==> config.mk <==
export PLATFORM = sky130hd
export DESIGN_NAME = lcd_bus_engine_flat
export DESIGN_NICKNAME = d
export VERILOG_FILES = /design/src/rtl/lcd_pkg.sv /design/src/rtl/lcd_bus_if.sv /design/src/rtl/lcd_phase_timer.sv /design/src/rtl/lcd_bus_engine.sv /design/src/flat_wrapper.sv
export SDC_FILE = /design/constraint.sdc
export NUM_CORES = 1
export LEC_CHECK = 0
export ABC_AREA = 1
export CORE_ASPECT_RATIO = 0.9
export CORE_MARGIN = 3
export CORE_UTILIZATION = 45
export CTS_CLUSTER_DIAMETER = 100
export DETAILED_ROUTE_END_ITERATION = 6
export PLACE_DENSITY_LB_ADDON = 0.1
export SLEW_MARGIN = 20
export SYNTH_ARGS = -nofsm -noshare
export SYNTH_HDL_FRONTEND = slang
export SYNTH_SLANG_ARGS = --single-unit
==> constraint.sdc <==
create_clock -name CLK -period 2 [get_ports CLK]
set_input_delay 0.6 -clock CLK [delete_from_list [all_inputs] [get_ports CLK]]
set_output_delay 0.6 -clock CLK [all_outputs]
set_load 0.02 [all_outputs]
==> src/rtl/lcd_pkg.sv <==
// Shared types, timing helper and HD44780 constants for the LCD bus engine.
// Pure declarations; no latency or flow control of its own.
package lcd_pkg;

  typedef enum logic [2:0] {
    ST_IDLE,
    ST_SETUP,
    ST_E_HIGH,
    ST_E_LOW,
    ST_RESP
  } lcd_bus_state_t;

  localparam int BUSY_BIT = 7;

  // Round up so a phase is never shorter than the requested time.
  function automatic int ns_to_cycles(input longint freq, input longint ns);
    longint c;
    c = (freq * ns + longint'(999_999_999)) / longint'(1_000_000_000);
    return (c < 1) ? 1 : int'(c);
  endfunction

  // Pin image for one write beat; 4-bit mode drives [7:4] only.
  function automatic logic [7:0] beat_data(input logic [7:0] d, input logic mode8,
                                           input logic second);
    if (mode8) return d;
    return second ? {d[3:0], 4'h0} : {d[7:4], 4'h0};
  endfunction

endpackage

==> src/rtl/lcd_bus_if.sv <==
// Command/response port between the LCD sequencer (master) and the bus engine (slave).
// Valid/ready on commands, single-cycle rsp_valid pulse on completion.
interface lcd_bus_if;
  logic       cmd_valid;
  logic       cmd_ready;
  logic [7:0] cmd_data;
  logic       cmd_rs;
  logic       cmd_rnw;
  logic       cmd_nibble_only;
  logic       cmd_wait_busy;
  logic       mode8bit;
  logic       rsp_valid;
  logic [7:0] rsp_data;
  logic       rsp_timeout;
  logic       busy;

  modport master (
    output cmd_valid, cmd_data, cmd_rs, cmd_rnw, cmd_nibble_only, cmd_wait_busy, mode8bit,
    input  cmd_ready, rsp_valid, rsp_data, rsp_timeout, busy
  );

  modport slave (
    input  cmd_valid, cmd_data, cmd_rs, cmd_rnw, cmd_nibble_only, cmd_wait_busy, mode8bit,
    output cmd_ready, rsp_valid, rsp_data, rsp_timeout, busy
  );
endinterface

==> src/rtl/lcd_phase_timer.sv <==
// Loadable down-counter; done is high during the last cycle of a loaded N-cycle phase.
// Reload on the done cycle chains phases back to back with no gap.
module lcd_phase_timer #(
  parameter int W = 8
) (
  input  logic         CLK,
  input  logic         RESET_N,
  input  logic         load,
  input  logic [W-1:0] load_val,
  output logic         done
);

  logic [W-1:0] cnt_q;

  always_ff @(posedge CLK) begin
    if (!RESET_N) begin
      cnt_q <= '0;
    end else if (load) begin
      cnt_q <= load_val;
    end else if (cnt_q != '0) begin
      cnt_q <= cnt_q - W'(1);
    end
  end

  assign done = (cnt_q == W'(1));

endmodule

==> src/rtl/lcd_bus_engine.sv <==
// HD44780 byte read/write engine over a 4/8-bit bus; beats*(S+P+H) cycles accept-to-rsp, plus polls.
// One command at a time: cmd_ready only in IDLE; LCD_POLL_TIMEOUT_EN bounds busy polling to MAX_POLLS.
module lcd_bus_engine
  import lcd_pkg::*;
#(
  parameter int CLK_FREQ_HZ = 50_000_000,
  parameter int T_SETUP_NS  = 2000,
  parameter int T_PULSE_NS  = 1000,
  parameter int T_HOLD_NS   = 2000,
  parameter int MAX_POLLS   = 1000
) (
  input  logic       CLK,
  input  logic       RESET_N,
  lcd_bus_if.slave   bus,
  output logic [7:0] LCD_D_OUT,
  output logic       LCD_D_OE,
  input  logic [7:0] LCD_D_IN,
  output logic       LCD_RS,
  output logic       LCD_RW,
  output logic       LCD_E
);

  localparam int S_CYC   = ns_to_cycles(CLK_FREQ_HZ, T_SETUP_NS);
  localparam int P_CYC   = ns_to_cycles(CLK_FREQ_HZ, T_PULSE_NS);
  localparam int H_CYC   = ns_to_cycles(CLK_FREQ_HZ, T_HOLD_NS);
  localparam int SP_MAX  = (S_CYC > P_CYC) ? S_CYC : P_CYC;
  localparam int MAX_CYC = (SP_MAX > H_CYC) ? SP_MAX : H_CYC;
  localparam int TW      = $clog2(MAX_CYC + 1);

  lcd_bus_state_t state_q;
  logic           beat_q;
  logic           mode8_q;
  logic           rnw_q;
  logic           nib_q;
  logic           wait_q;
  logic           polling_q;
  logic [7:0]     data_q;
  logic [7:0]     rdata_q;
  logic           cmd_ready_q;
  logic           busy_q;
  logic           rsp_valid_q;
  logic [7:0]     rsp_data_q;

  logic           t_load;
  logic [TW-1:0]  t_val;
  logic           t_done;
  logic           last_beat;
  logic           poll_busy;
  logic           timeout_hit;
  logic           restart;

`ifdef LCD_POLL_TIMEOUT_EN
  localparam int PCW = $clog2(MAX_POLLS + 1);
  logic [PCW-1:0] poll_cnt_q;
  logic           timeout_q;

  assign timeout_hit     = poll_busy && (poll_cnt_q == PCW'(MAX_POLLS - 1));
  assign bus.rsp_timeout = timeout_q;
`else
  logic unused_max_polls;

  assign unused_max_polls = ^MAX_POLLS;
  assign timeout_hit      = 1'b0;
  assign bus.rsp_timeout  = 1'b0;
`endif

  assign bus.cmd_ready = cmd_ready_q;
  assign bus.busy      = busy_q;
  assign bus.rsp_valid = rsp_valid_q;
  assign bus.rsp_data  = rsp_data_q;

  // Status polls always clock both nibbles; nibble_only trims writes only.
  assign last_beat = mode8_q | beat_q | (nib_q & ~rnw_q & ~polling_q);
  assign poll_busy = rdata_q[BUSY_BIT];
  assign restart   = !last_beat || (polling_q ? (poll_busy && !timeout_hit) : wait_q);

  always_comb begin
    t_load = 1'b0;
    t_val  = TW'(S_CYC);
    case (state_q)
      ST_IDLE:   t_load = bus.cmd_valid;
      ST_SETUP:  begin t_load = t_done; t_val = TW'(P_CYC); end
      ST_E_HIGH: begin t_load = t_done; t_val = TW'(H_CYC); end
      ST_E_LOW:  t_load = t_done & restart;
      default:   t_load = 1'b0;
    endcase
  end

  lcd_phase_timer #(.W(TW)) u_timer (
    .CLK      (CLK),
    .RESET_N  (RESET_N),
    .load     (t_load),
    .load_val (t_val),
    .done     (t_done)
  );

  always_ff @(posedge CLK) begin
    if (!RESET_N) begin
      state_q     <= ST_IDLE;
      beat_q      <= 1'b0;
      mode8_q     <= 1'b0;
      rnw_q       <= 1'b0;
      nib_q       <= 1'b0;
      wait_q      <= 1'b0;
      polling_q   <= 1'b0;
      data_q      <= 8'h00;
      rdata_q     <= 8'h00;
      cmd_ready_q <= 1'b1;
      busy_q      <= 1'b0;
      rsp_valid_q <= 1'b0;
      rsp_data_q  <= 8'h00;
      LCD_D_OUT   <= 8'h00;
      LCD_D_OE    <= 1'b0;
      LCD_RS      <= 1'b0;
      LCD_RW      <= 1'b0;
      LCD_E       <= 1'b0;
`ifdef LCD_POLL_TIMEOUT_EN
      poll_cnt_q  <= '0;
      timeout_q   <= 1'b0;
`endif
    end else begin
      case (state_q)
        ST_IDLE: begin
          if (bus.cmd_valid) begin
            mode8_q     <= bus.mode8bit;
            rnw_q       <= bus.cmd_rnw;
            nib_q       <= bus.cmd_nibble_only;
            wait_q      <= bus.cmd_wait_busy;
            data_q      <= bus.cmd_data;
            beat_q      <= 1'b0;
            polling_q   <= 1'b0;
            rdata_q     <= 8'h00;
            cmd_ready_q <= 1'b0;
            busy_q      <= 1'b1;
            LCD_RS      <= bus.cmd_rs;
            LCD_RW      <= bus.cmd_rnw;
            LCD_D_OE    <= !bus.cmd_rnw;
            LCD_D_OUT   <= bus.cmd_rnw ? 8'h00 : beat_data(bus.cmd_data, bus.mode8bit, 1'b0);
`ifdef LCD_POLL_TIMEOUT_EN
            poll_cnt_q  <= '0;
`endif
            state_q     <= ST_SETUP;
          end
        end

        ST_SETUP: begin
          if (t_done) begin
            LCD_E   <= 1'b1;
            state_q <= ST_E_HIGH;
          end
        end

        ST_E_HIGH: begin
          if (t_done) begin
            LCD_E <= 1'b0;
            if (mode8_q) rdata_q <= LCD_D_IN;
            else if (beat_q) rdata_q[3:0] <= LCD_D_IN[7:4];
            else rdata_q[7:4] <= LCD_D_IN[7:4];
            state_q <= ST_E_LOW;
          end
        end

        ST_E_LOW: begin
          if (t_done) begin
            if (!last_beat) begin
              beat_q    <= 1'b1;
              LCD_D_OUT <= (rnw_q || polling_q) ? 8'h00 : beat_data(data_q, mode8_q, 1'b1);
              state_q   <= ST_SETUP;
            end else if (polling_q) begin
`ifdef LCD_POLL_TIMEOUT_EN
              poll_cnt_q <= poll_cnt_q + PCW'(1);
              timeout_q  <= timeout_hit;
`endif
              if (restart) begin
                beat_q  <= 1'b0;
                state_q <= ST_SETUP;
              end else begin
                rsp_valid_q <= 1'b1;
                rsp_data_q  <= rdata_q;
                state_q     <= ST_RESP;
              end
            end else if (wait_q) begin
              // RW rises on the same edge OE drops, so the pins never contend.
              polling_q <= 1'b1;
              beat_q    <= 1'b0;
              LCD_RS    <= 1'b0;
              LCD_RW    <= 1'b1;
              LCD_D_OE  <= 1'b0;
              LCD_D_OUT <= 8'h00;
              state_q   <= ST_SETUP;
            end else begin
              rsp_valid_q <= 1'b1;
              rsp_data_q  <= rnw_q ? rdata_q : 8'h00;
              state_q     <= ST_RESP;
            end
          end
        end

        ST_RESP: begin
          rsp_valid_q <= 1'b0;
          rsp_data_q  <= 8'h00;
          cmd_ready_q <= 1'b1;
          busy_q      <= 1'b0;
          LCD_E       <= 1'b0;
          LCD_D_OE    <= 1'b0;
          LCD_RW      <= 1'b0;
          LCD_RS      <= 1'b0;
          LCD_D_OUT   <= 8'h00;
`ifdef LCD_POLL_TIMEOUT_EN
          timeout_q   <= 1'b0;
`endif
          state_q     <= ST_IDLE;
        end

        default: state_q <= ST_IDLE;
      endcase
    end
  end

endmodule

==> src/flat_wrapper.sv <==
// flat-port wrapper written by rule: the top's interface ports become plain ports
module lcd_bus_engine_flat import lcd_pkg::*;
#(
  parameter int CLK_FREQ_HZ = 50_000_000,
  parameter int T_SETUP_NS  = 2000,
  parameter int T_PULSE_NS  = 1000,
  parameter int T_HOLD_NS   = 2000,
  parameter int MAX_POLLS   = 1000
)
  (CLK, RESET_N, LCD_D_OUT, LCD_D_OE, LCD_D_IN, LCD_RS, LCD_RW, LCD_E, bus_cmd_valid, bus_cmd_data, bus_cmd_rs, bus_cmd_rnw, bus_cmd_nibble_only, bus_cmd_wait_busy, bus_mode8bit, bus_cmd_ready, bus_rsp_valid, bus_rsp_data, bus_rsp_timeout, bus_busy);
  lcd_bus_if bus_i ();
  input  logic CLK;
  input  logic RESET_N;
  output logic [7:0] LCD_D_OUT;
  output logic LCD_D_OE;
  input  logic [7:0] LCD_D_IN;
  output logic LCD_RS;
  output logic LCD_RW;
  output logic LCD_E;
  input wire logic [$bits(bus_i.cmd_valid)-1:0] bus_cmd_valid;
  input wire logic [$bits(bus_i.cmd_data)-1:0] bus_cmd_data;
  input wire logic [$bits(bus_i.cmd_rs)-1:0] bus_cmd_rs;
  input wire logic [$bits(bus_i.cmd_rnw)-1:0] bus_cmd_rnw;
  input wire logic [$bits(bus_i.cmd_nibble_only)-1:0] bus_cmd_nibble_only;
  input wire logic [$bits(bus_i.cmd_wait_busy)-1:0] bus_cmd_wait_busy;
  input wire logic [$bits(bus_i.mode8bit)-1:0] bus_mode8bit;
  output wire logic [$bits(bus_i.cmd_ready)-1:0] bus_cmd_ready;
  output wire logic [$bits(bus_i.rsp_valid)-1:0] bus_rsp_valid;
  output wire logic [$bits(bus_i.rsp_data)-1:0] bus_rsp_data;
  output wire logic [$bits(bus_i.rsp_timeout)-1:0] bus_rsp_timeout;
  output wire logic [$bits(bus_i.busy)-1:0] bus_busy;
  assign bus_i.cmd_valid = bus_cmd_valid;
  assign bus_i.cmd_data = bus_cmd_data;
  assign bus_i.cmd_rs = bus_cmd_rs;
  assign bus_i.cmd_rnw = bus_cmd_rnw;
  assign bus_i.cmd_nibble_only = bus_cmd_nibble_only;
  assign bus_i.cmd_wait_busy = bus_cmd_wait_busy;
  assign bus_i.mode8bit = bus_mode8bit;
  assign bus_cmd_ready = bus_i.cmd_ready;
  assign bus_rsp_valid = bus_i.rsp_valid;
  assign bus_rsp_data = bus_i.rsp_data;
  assign bus_rsp_timeout = bus_i.rsp_timeout;
  assign bus_busy = bus_i.busy;
  lcd_bus_engine #(.CLK_FREQ_HZ(CLK_FREQ_HZ), .T_SETUP_NS(T_SETUP_NS), .T_PULSE_NS(T_PULSE_NS), .T_HOLD_NS(T_HOLD_NS), .MAX_POLLS(MAX_POLLS)) u_core (.CLK(CLK), .RESET_N(RESET_N), .bus(bus_i), .LCD_D_OUT(LCD_D_OUT), .LCD_D_OE(LCD_D_OE), .LCD_D_IN(LCD_D_IN), .LCD_RS(LCD_RS), .LCD_RW(LCD_RW), .LCD_E(LCD_E));
endmodule
==> out/summary.txt <==
1st-pass router iterations: 4
Worst hold-check path type: reg -> reg
Worst hold path stage count: 2
Vias in the first global route: 2282
Post-route design area: 3280 µm²
CTS Buf Count: 5
Fin nets: 441
Layout area overhead: 26.8%
Synthesis Warnings: 0
RSZ-0062 raised after global routing: false
FF-to-FF Start: u_core.u_timer.cnt_q[1]
Die area: 6680 µm²
Final setup fails: 0
Maximum VDD drop: 623 µV
Die width: 85.9 µm
First-pass GRT wire length: 10400 µm
Initial Utilization: 47.7%
Critical R2R Capture: u_core.LCD_RS
Worst path max stage delay: 0.62 ns
N_diodes: 0
Seq/Total Area, Yosys: 42.6%
Syn nets: 391
Clk root buf: clkbuf_8
Flop2flop setup slack: 0.38 ns
Post-cts resize count: 0
Synthesized flop and latch total: 55
Remaining antenna violation count: 0
WP buf/inv: 1
Ratio of cells with drive above 1 in the final layout: 10.6%
CP Cell Sequence: clkdlybuf4s50_1
Overall Power: 0.00350 W
Family with the most delay on the worst path: buffers and inverters
Clock-pin slew on the worst setup and hold paths: 0.10 ns
Slowest-stage cell, CP: clkdlybuf4s50_1
CTS tree: done
Area used by multi-input combinational logic: 1320 µm²
Overflow after GRT: 0
Fin. Hold Viols: 0
Cell with the most instances after synthesis: nand2_1
Cts-stage hold buffer count: 0
Largest net degree at the start of global routing: 40
Cell accounting for the most synthesized area: dfxtp_1
CP Max Fanout: 2
Input/output buffers: 46
Total wire length: 6070 µm
Post-synth top flop: dfxtp_1
CTS Sinks: 55
Layout Skew: 0.0103 ns
Area of the mapped netlist: 2580 µm²
Initial antenna violation count: 0
Hold path start: u_core.data_q[7]
Crit path arrival time: 1.30 ns
Reg2reg path depth: 11
Crit path launch type: register
Slew Viols, Final: 0
Die H: 77.9 µm
Async set or reset register ratio after synthesis: 0%
Overall Global Routing Usage: 19.3%
Residual DRC count: 0
Worst Hold End: u_core.data_q[7]
CTS max path bufs: 2
Status: completed
Worst setup EP type: primary output
Post-synth EDFFs: 0
Leakage power: 1.31 nW
Detailed Place HPWL: 4530 µm
I/O Pins: 48
Critical Path RT: 1.40 ns
Routed length per instance: 12.6 µm
Cell variety after synth: 29
Via count: 2412
F_max: 525 MHz
Core ar.: 5410 µm²
Top cells by area, synth: dfxtp_1, nand2_1, a21oi_1
Postcts setup bufs: 0
H-tree Lvls: 2
Via/cell ratio: 5.00
Maxcap violations: 0
Reg area: 1100 µm²
Initial DRC Count: 132
Setup TNS: 0 ns
Post-synthesis cell count: 364
Final Cycle Share: 95.2%
Crit path kind: reg -> out
Synthesized area per cell: 7.09 µm²
Min Clock Period, post-route: 1.90 ns
Top cells by count, synth: nand2_1, dfxtp_1, a21oi_1
Num rows: 25
Post-synth top area share: 42.6%
Routability cong.: 0.851
Post-place instance area: 3160 µm²
PwrDens: 1070 nW/µm²
Fillers: 523
Clock latency on the worst-skew pair: 0.32 ns
-- routing by layer --
| metal | global-route usage, % | up-vias | wire [µm] |
|---|---|---|---|
| met5 | 0 | - | 0 |
| met2 | 31.1 | 43 | 2890 |
| met1 | 25.9 | 1092 | 2900 |
| li1 | - | 1273 | - |
| met3 | 4.99 | 4 | 241 |
| met4 | 4.27 | 0 | 38 |
-- where the power goes --
group / switching (W) / internal, W / total (W)
sequential: 0.000110 / 0.00126 / 0.00137
combinational: 0.000840 / 0.000530 / 0.00137
clock: 0.000383 / 0.000380 / 0.000763
total: 0.00133 / 0.00217 / 0.00350
-- logic make-up after synthesis --
group | after synthesis | synth area share, %
other cells | 1 | 0.145
simple gates | 186 | 33.5
xor+xnor | 3 | 1.02
buf+inv | 41 | 6.25
compound gates | 75 | 15.0
fa+ha+maj | 3 | 1.45
flops | 55 | 42.6
-- registers in the layout, summed over array words and instances, names as in the netlist, 3 cells and up --
register	flops
u_core.state_q	3
u_core.rdata_q	8
u_core.u_timer.cnt_q	7
u_core.LCD_D_OUT	8
u_core.data_q	8
u_core.bus.rsp_data	8
-- cell usage in the layout (no fill, tap or decap), types with 3 or more instances in the layout --
master and instances:
nand2_1 108, dfxtp_1 55, a21oi_1 51, clkdlybuf4s50_1 46
inv_1 27, nand3_1 23, nor2_1 22, o21ai_0 19
nand2_2 7, nor2_2 5, nor2_4 5, clkbuf_8 5
buf_4 5, nor3_1 4, inv_2 3, nand3_2 3
xor2_1 3, nand4_1 3, ha_1 3
-- worst max path at each step --
stage,startpoint,end,slack [ns],cells past startpoint
2_1_floorplan,u_core.u_timer.cnt_q[1],u_core.LCD_RS,0.56,11
3_3_place_gp,bus_cmd_valid,u_core.rnw_q,0.06,6
3_5_place_dp,bus_cmd_valid,u_core.LCD_RS,0.03,10
4_1_cts,u_core.LCD_D_OUT[7],LCD_D_OUT[7],0.09,1
5_1_grt,u_core.LCD_D_OUT[7],LCD_D_OUT[7],0.04,1
6_report,u_core.LCD_D_OUT[7],LCD_D_OUT[7],0.1,1
-- area by class of cell --
cell class                 count  share of cell area (%)
clock buffer                   5                    2.10
clock inverter                 3                    1.45
tap                           67                    2.56
timing repair buffer          53                    16.4
multi-input combinational    268                    40.3
inverter                      31                    3.55
sequential                    55                    33.6
-- metrics by stage --
step	hold slack, ns	setup WS, ns	std cells	util (%)
after floorplan	0.429	0.558	364	-
after global placement	0.439	0.0621	474	58.4
after detailed placement	0.446	0.0316	474	58.4
after CTS	0.464	0.0855	482	60.5
after global routing	0.469	0.0398	482	60.5
final	0.459	0.0956	482	60.5
(Power assumes the default switching activity.)
